$ cat src/rtl/board_io_pkg.sv
// Board-level I/O constants and types shared by the switch input path.
package board_io_pkg;

  localparam int SW_WIDTH    = 8;
  localparam int CLK_FREQ_HZ = 100000000;
  localparam int DEBOUNCE_MS = 10;

  localparam int DEBOUNCE_CYCLES = (CLK_FREQ_HZ / 1000) * DEBOUNCE_MS;

  typedef logic [SW_WIDTH-1:0] sw_bus_t;

  // Counter width able to hold 0 .. cycles-1.
  function automatic int debounce_cnt_w(input int cycles);
    return (cycles < 2) ? 1 : $clog2(cycles);
  endfunction

endpackage

$ cat src/rtl/switch_debounce_if.sv
// Switch bus between the raw pins and the debounced consumer.
// Edge outputs exist only when SWITCH_DEBOUNCE_EDGE_EN is defined.
interface switch_debounce_if
  import board_io_pkg::*;
#(
  parameter int WIDTH = SW_WIDTH
) ();

  logic [WIDTH-1:0] switch_raw;
  logic [WIDTH-1:0] switch_clean;
  logic             switch_chg;
`ifdef SWITCH_DEBOUNCE_EDGE_EN
  logic [WIDTH-1:0] switch_rise;
  logic [WIDTH-1:0] switch_fall;
`endif

`ifdef SWITCH_DEBOUNCE_EDGE_EN
  modport master (
    output switch_raw,
    input  switch_clean,
    input  switch_chg,
    input  switch_rise,
    input  switch_fall
  );

  modport slave (
    input  switch_raw,
    output switch_clean,
    output switch_chg,
    output switch_rise,
    output switch_fall
  );
`else
  modport master (
    output switch_raw,
    input  switch_clean,
    input  switch_chg
  );

  modport slave (
    input  switch_raw,
    output switch_clean,
    output switch_chg
  );
`endif

endinterface

$ cat src/rtl/debounce_bit.sv
// One switch bit: two-flop synchroniser, stability counter and clean flop.
// upd is high in the cycle whose edge will load the new clean value.
module debounce_bit
  import board_io_pkg::*;
#(
  parameter int DEBOUNCE_CYCLES = board_io_pkg::DEBOUNCE_CYCLES
) (
  input  logic clk,
  input  logic rst_n,
  input  logic raw,
  output logic clean,
  output logic upd
);

  localparam int CNT_W = debounce_cnt_w(DEBOUNCE_CYCLES);
  localparam logic [CNT_W-1:0] CNT_MAX = CNT_W'(DEBOUNCE_CYCLES - 1);

  logic             sync1;
  logic             sync2;
  logic [CNT_W-1:0] cnt;
  logic             differ;

  always_ff @(posedge clk or negedge rst_n) begin
    if (!rst_n) begin
      sync1 <= 1'b0;
      sync2 <= 1'b0;
    end else begin
      sync1 <= raw;
      sync2 <= sync1;
    end
  end

  assign differ = (sync2 != clean);
  assign upd    = differ && (cnt == CNT_MAX);

  // Any cycle that agrees with the accepted level restarts the interval.
  always_ff @(posedge clk or negedge rst_n) begin
    if (!rst_n) begin
      cnt   <= '0;
      clean <= 1'b0;
    end else if (!differ) begin
      cnt <= '0;
    end else if (upd) begin
      cnt   <= '0;
      clean <= sync2;
    end else begin
      cnt <= cnt + CNT_W'(1);
    end
  end

endmodule

$ cat src/rtl/switch_debounce.sv
// Debounced slide-switch bus with a one-cycle change strobe.
// Define SWITCH_DEBOUNCE_EDGE_EN to add per-bit rise/fall strobes.
module switch_debounce
  import board_io_pkg::*;
#(
  parameter int WIDTH           = SW_WIDTH,
  parameter int DEBOUNCE_CYCLES = board_io_pkg::DEBOUNCE_CYCLES
) (
  input  logic              clk,
  input  logic              rst_n,
  switch_debounce_if.slave  sw
);

  localparam int CNT_W = debounce_cnt_w(DEBOUNCE_CYCLES);

  logic [WIDTH-1:0] clean;
  logic [WIDTH-1:0] upd;
  logic             chg_q;

  for (genvar i = 0; i < WIDTH; i++) begin : g_bit
    debounce_bit #(
      .DEBOUNCE_CYCLES (DEBOUNCE_CYCLES)
    ) u_bit (
      .clk   (clk),
      .rst_n (rst_n),
      .raw   (sw.switch_raw[i]),
      .clean (clean[i]),
      .upd   (upd[i])
    );
  end

  // Strobes are loaded on the same edge as clean so they line up with it.
  always_ff @(posedge clk or negedge rst_n) begin
    if (!rst_n) begin
      chg_q <= 1'b0;
    end else begin
      chg_q <= |upd;
    end
  end

  assign sw.switch_clean = clean;
  assign sw.switch_chg   = chg_q;

`ifdef SWITCH_DEBOUNCE_EDGE_EN
  logic [WIDTH-1:0] rise_q;
  logic [WIDTH-1:0] fall_q;

  always_ff @(posedge clk or negedge rst_n) begin
    if (!rst_n) begin
      rise_q <= '0;
      fall_q <= '0;
    end else begin
      rise_q <= upd & ~clean;
      fall_q <= upd & clean;
    end
  end

  assign sw.switch_rise = rise_q;
  assign sw.switch_fall = fall_q;
`endif

endmodule

$ cat src/flat_wrapper.sv
// flat-port wrapper written by rule: the top's interface ports become plain ports
module switch_debounce_flat import board_io_pkg::*;
#(
  parameter int WIDTH           = SW_WIDTH,
  parameter int DEBOUNCE_CYCLES = board_io_pkg::DEBOUNCE_CYCLES
)
  (clk, rst_n, sw_switch_raw, sw_switch_clean, sw_switch_chg);
  switch_debounce_if #(.WIDTH(WIDTH)) sw_i ();
  input  logic clk;
  input  logic rst_n;
  input wire logic [$bits(sw_i.switch_raw)-1:0] sw_switch_raw;
  output wire logic [$bits(sw_i.switch_clean)-1:0] sw_switch_clean;
  output wire logic [$bits(sw_i.switch_chg)-1:0] sw_switch_chg;
  assign sw_i.switch_raw = sw_switch_raw;
  assign sw_switch_clean = sw_i.switch_clean;
  assign sw_switch_chg = sw_i.switch_chg;
  switch_debounce #(.WIDTH(WIDTH), .DEBOUNCE_CYCLES(DEBOUNCE_CYCLES)) u_core (.clk(clk), .rst_n(rst_n), .sw(sw_i));
endmodule
$ cat config.mk
export PLATFORM = sky130hd
export DESIGN_NAME = switch_debounce_flat
export DESIGN_NICKNAME = d
export VERILOG_FILES = /design/src/rtl/board_io_pkg.sv /design/src/rtl/switch_debounce_if.sv /design/src/rtl/debounce_bit.sv /design/src/rtl/switch_debounce.sv /design/src/flat_wrapper.sv
export SDC_FILE = /design/constraint.sdc
export NUM_CORES = 1
export LEC_CHECK = 0
export BUFFER_PORTS_ARGS = -buffer_cell sky130_fd_sc_hd__buf_2
export CAP_MARGIN = 20
export CORE_AREA = 2 2 144 146
export DETAILED_ROUTE_END_ITERATION = 10
export DIE_AREA = 0 0 146 148
export GPL_ROUTABILITY_DRIVEN = 0
export SLEW_MARGIN = 0
export SYNTH_ARGS = -nofsm -noshare
export SYNTH_HDL_FRONTEND = slang
export SYNTH_HIERARCHICAL = 1
export SYNTH_SLANG_ARGS = --single-unit
$ cat constraint.sdc
create_clock -name clk -period 2.5 [get_ports clk]
set_clock_uncertainty 0.05 [all_clocks]
set_input_delay 0.5 -clock clk [delete_from_list [all_inputs] [get_ports clk]]
set_output_delay 0.5 -clock clk [all_outputs]
set_load 0.005 [all_outputs]
==> summary.txt <==
Synth
  – Post-synthesis sequential area ratio: 51.8%
  – Primary FF master, synth: dfrtp_1
  – Leading area contributor after synthesis: dfrtp_1
  – Yosys reg bits: 185
  – Top-count cell post-synth: dfrtp_1
  – Post-synth cell types: 27
  – Async SR Flop Fraction: 100%
  – Top post-synthesis cells by count: 185 x dfrtp_1, 120 x nor2_1, 64 x a21oi_1, 64 x nand3_1, 56 x xnor2_1
  – Syn avg cell area: slightly below 10 µm²
  – Post-synth EDFFs: 0
  – Post-Syn Area: ~9000 µm²
  – Syn nets: 942
  – Post-Synthesis Cells: 924
  – Top post-synthesis cells by area: dfrtp_1 52%, xnor2_1 5.5%, nor2_1 5.0%
  – Yosys top cell area share: 51.8%
  – Synth warn: 6

CTS
  – Clock slew at reported path FFs: 60 ps
  – CTS root buf: clkbuf_16
  – CTS tree: done
  – CTS Buffer Depth: 2
  – Sink Count: 185
  – Hold-fix buffer count after cts: 0
  – CTS buffer count: 17
  – H-tree level count: 4
  – Clock latency at the later pin of the worst-skew pair: 420 ps
  – Number of setup buffers added after CTS: 0
  – Post-CTS Resized: 0

Detailed routing
  – Via/cell ratio: 5.28
  – Post-Route WL: 16.4 mm
  – Drt pass-1 iters: 5
  – Vias: 6430
  – Wire length per cell: 13.4 µm
  – Initial DRC count: about 260
  – Post-DRT Antenna Nets: 0
  – Residual DRC: 0

STA
  – Count of final setup violators: 0
  – Final Max Slew Viols: 0
  – Worst Tran Pin Value: 490 ps
  – Min Hold Slack: between 7 and 8 ps
  – Tmin final: roughly 2200 ps
  – Slew headroom: 67.3%
  – Unrepaired setup endpoints after global routing: no
  – Final worst-path setup slack: 292 ps
  – Final Cycle Share: 88.3%
  – Achievable Freq: approximately 450 MHz
  – Setup TNS: 0 ps
  – Final hold vios: 0

Worst setup path
  – Worst Path Required: around 2800 ps
  – Reg2reg end: u_core/g_bit[2].u_bit/cnt[14]
  – WP buf/inv: 0
  – Crit path max-delay family: simple AND/OR/NAND/NOR gates
  – WP data arrival: ~2500 ps
  – Crit start category: flop
  – Maximum fanout along the worst path: 8
  – R2R cell count: 5
  – Peak per-stage delay on the critical path: between 600 and 700 ps
  – Kind of critical path: flop to flop
  – Crit end category: flop
  – Crit path cell chain: ha_1, nand2_1, or4_1, or3_2, a21oi_1
  – R2r startpoint: u_core/g_bit[2].u_bit/cnt[0]
  – Slowest CP cell: or4_1
  – Setup crit start: u_core/g_bit[2].u_bit/cnt[0]
  – R2r setup slk: 290 ps

Cells and area
  – P&R area growth vs syn: 11.6%
  – N_diodes: 0
  – Post-route insts no fill: 1217
  – Share of layout cells above drive strength 1: 12.5%
  – Layout Nets: 953

GRT
  – GRT Total Usage: 16.4%
  – Global-route wire length before repair: 29.4 mm
  – Vias in the first global route: 6259
  – Largest net degree at the start of global routing: 63
  – Initial antenna violation count: 0
  – Global route overflow: 0

Power
  – Switching part of the total: around a fifth
  – Internal: 4900 µW
  – Peak supply drop: about 0.0005 V
  – Combinational share of power: roughly 3.2%
  – Flop pwr share: 50.0%
  – Pwr Density: 618 nW/µm²
  – Leakage: between 0.003 and 0.004 µW
  – Psw: 1260 µW
  – Clock network power share: 46.8%

Place
  – PortBufs: 18
  – Post-DP HPWL: 10.9 mm
  – Placement Setup Slack: 288 ps
  – DP Cell Count: roughly 1200

Die
  – # rows: 52
  – Die width: 146 µm
  – Die Y-Extent: 148 µm
  – DIE AREA: 21600 µm²
  – Top Ports: 19
  – Core area: 20000 µm²
  – Initial core utilization: 44.6%

Run
  – Number of max-cap violations: 0

Status
  – Outcome: completed

Min path
  – Type of the tightest min-delay check: input pin to asynchronous set/reset pin
-- worst max path at each step --
stage	endpoint	slack, ps	cells past startpoint
after global routing	u_core/g_bit[4].u_bit/cnt[18]	180	5
after detailed placement	u_core/g_bit[2].u_bit/cnt[14]	290	5
final	u_core/g_bit[2].u_bit/cnt[14]	290	5
after CTS	u_core/g_bit[4].u_bit/cnt[18]	300	5
after floorplan	u_core/g_bit[0].u_bit/cnt[18]	480	6
after global placement	u_core/g_bit[2].u_bit/cnt[18]	380	5
-- final cells by class --
class,instances,area (µm²)
timing repair buffer,32,229
clock buffer,23,498
multi-input combinational,651,3950
sequential,185,4630
fill,1877,10100
clock inverter,8,140
inverter,48,180
tap,270,338
-- kinds of logic (layout without fill, tap and decap cells) --
group,after synthesis,after routing,share of synthesized area (%)
and+or+nand+nor,411,411,25.0
DFF,185,185,51.8
AOI/OAI and AO/OA,136,136,8.52
xor gates and xnor gates,88,88,8.63
buffers and inverters,88,111,3.92
adders and majority gates,8,8,1.12
muxes,8,8,1.01
-- power by group through the flow --
| stage | clock (µW) | sequential (µW) | combinational (µW) |
|---|---|---|---|
| CTS | 2990 | 3080 | 203 |
| global route | 3120 | 3090 | 228 |
| detailed placement | 0 | 3140 | 202 |
| floorplan | 0 | 3130 | 94.8 |
| finish | 2880 | 3080 | 195 |
| global placement | 0 | 3140 | 204 |
-- state kept, by name, indices dropped and copies added (netlist names) --
signal / cells
u_core/sw.switch_chg: 1
u_core/g_bit.u_bit/clean: 8
u_core/g_bit.u_bit/sync2: 8
u_core/g_bit.u_bit/sync1: 8
u_core/g_bit.u_bit/cnt: 160
-- per-layer routing --
metal  part of all wire [%]  track usage, %  vias up  wire (µm)
li1                       -               -     3267          -
met1                     50            22.6     3097       8230
met2                     46            26.1       58       7570
met3                    2.4            3.80        8        396
met4                   0.97            4.66        0        159
met5                      0               0        -          0
-- through the flow --
stage / util (%) / power [µW] / instance area (µm²)
after detailed placement: 46.5 / 3340 / 9330
final: 49.7 / 6160 / 9960
after CTS: 49.7 / 6280 / 9960
after global routing: 49.7 / 6430 / 9960
after global placement: 46.5 / 3340 / 9330
after floorplan: - / 3220 / 8930
-- placed cells by master (no fill, tap or decap), types with 12 or more instances in the layout --
| cell type | synthesis | final |
|---|---|---|
| or3_2 | 24 | 24 |
| nor4_1 | 18 | 18 |
| clkbuf_16 | 0 | 17 |
| a21oi_1 | 64 | 64 |
| nor2_1 | 120 | 120 |
| or3_1 | 16 | 16 |
| o31ai_1 | 24 | 24 |
| or4_1 | 40 | 40 |
| dfrtp_1 | 185 | 185 |
| inv_1 | 48 | 48 |
| nand4_1 | 24 | 24 |
| nor3_1 | 24 | 24 |
| o21ai_0 | 40 | 40 |
| xnor2_1 | 56 | 56 |
| buf_4 | 0 | 12 |
| buf_2 | 16 | 17 |
| nand2_1 | 33 | 33 |
| xor2_1 | 32 | 32 |
| nand3_1 | 64 | 64 |
No activity file was read; power rests on OpenSTA's default activity.
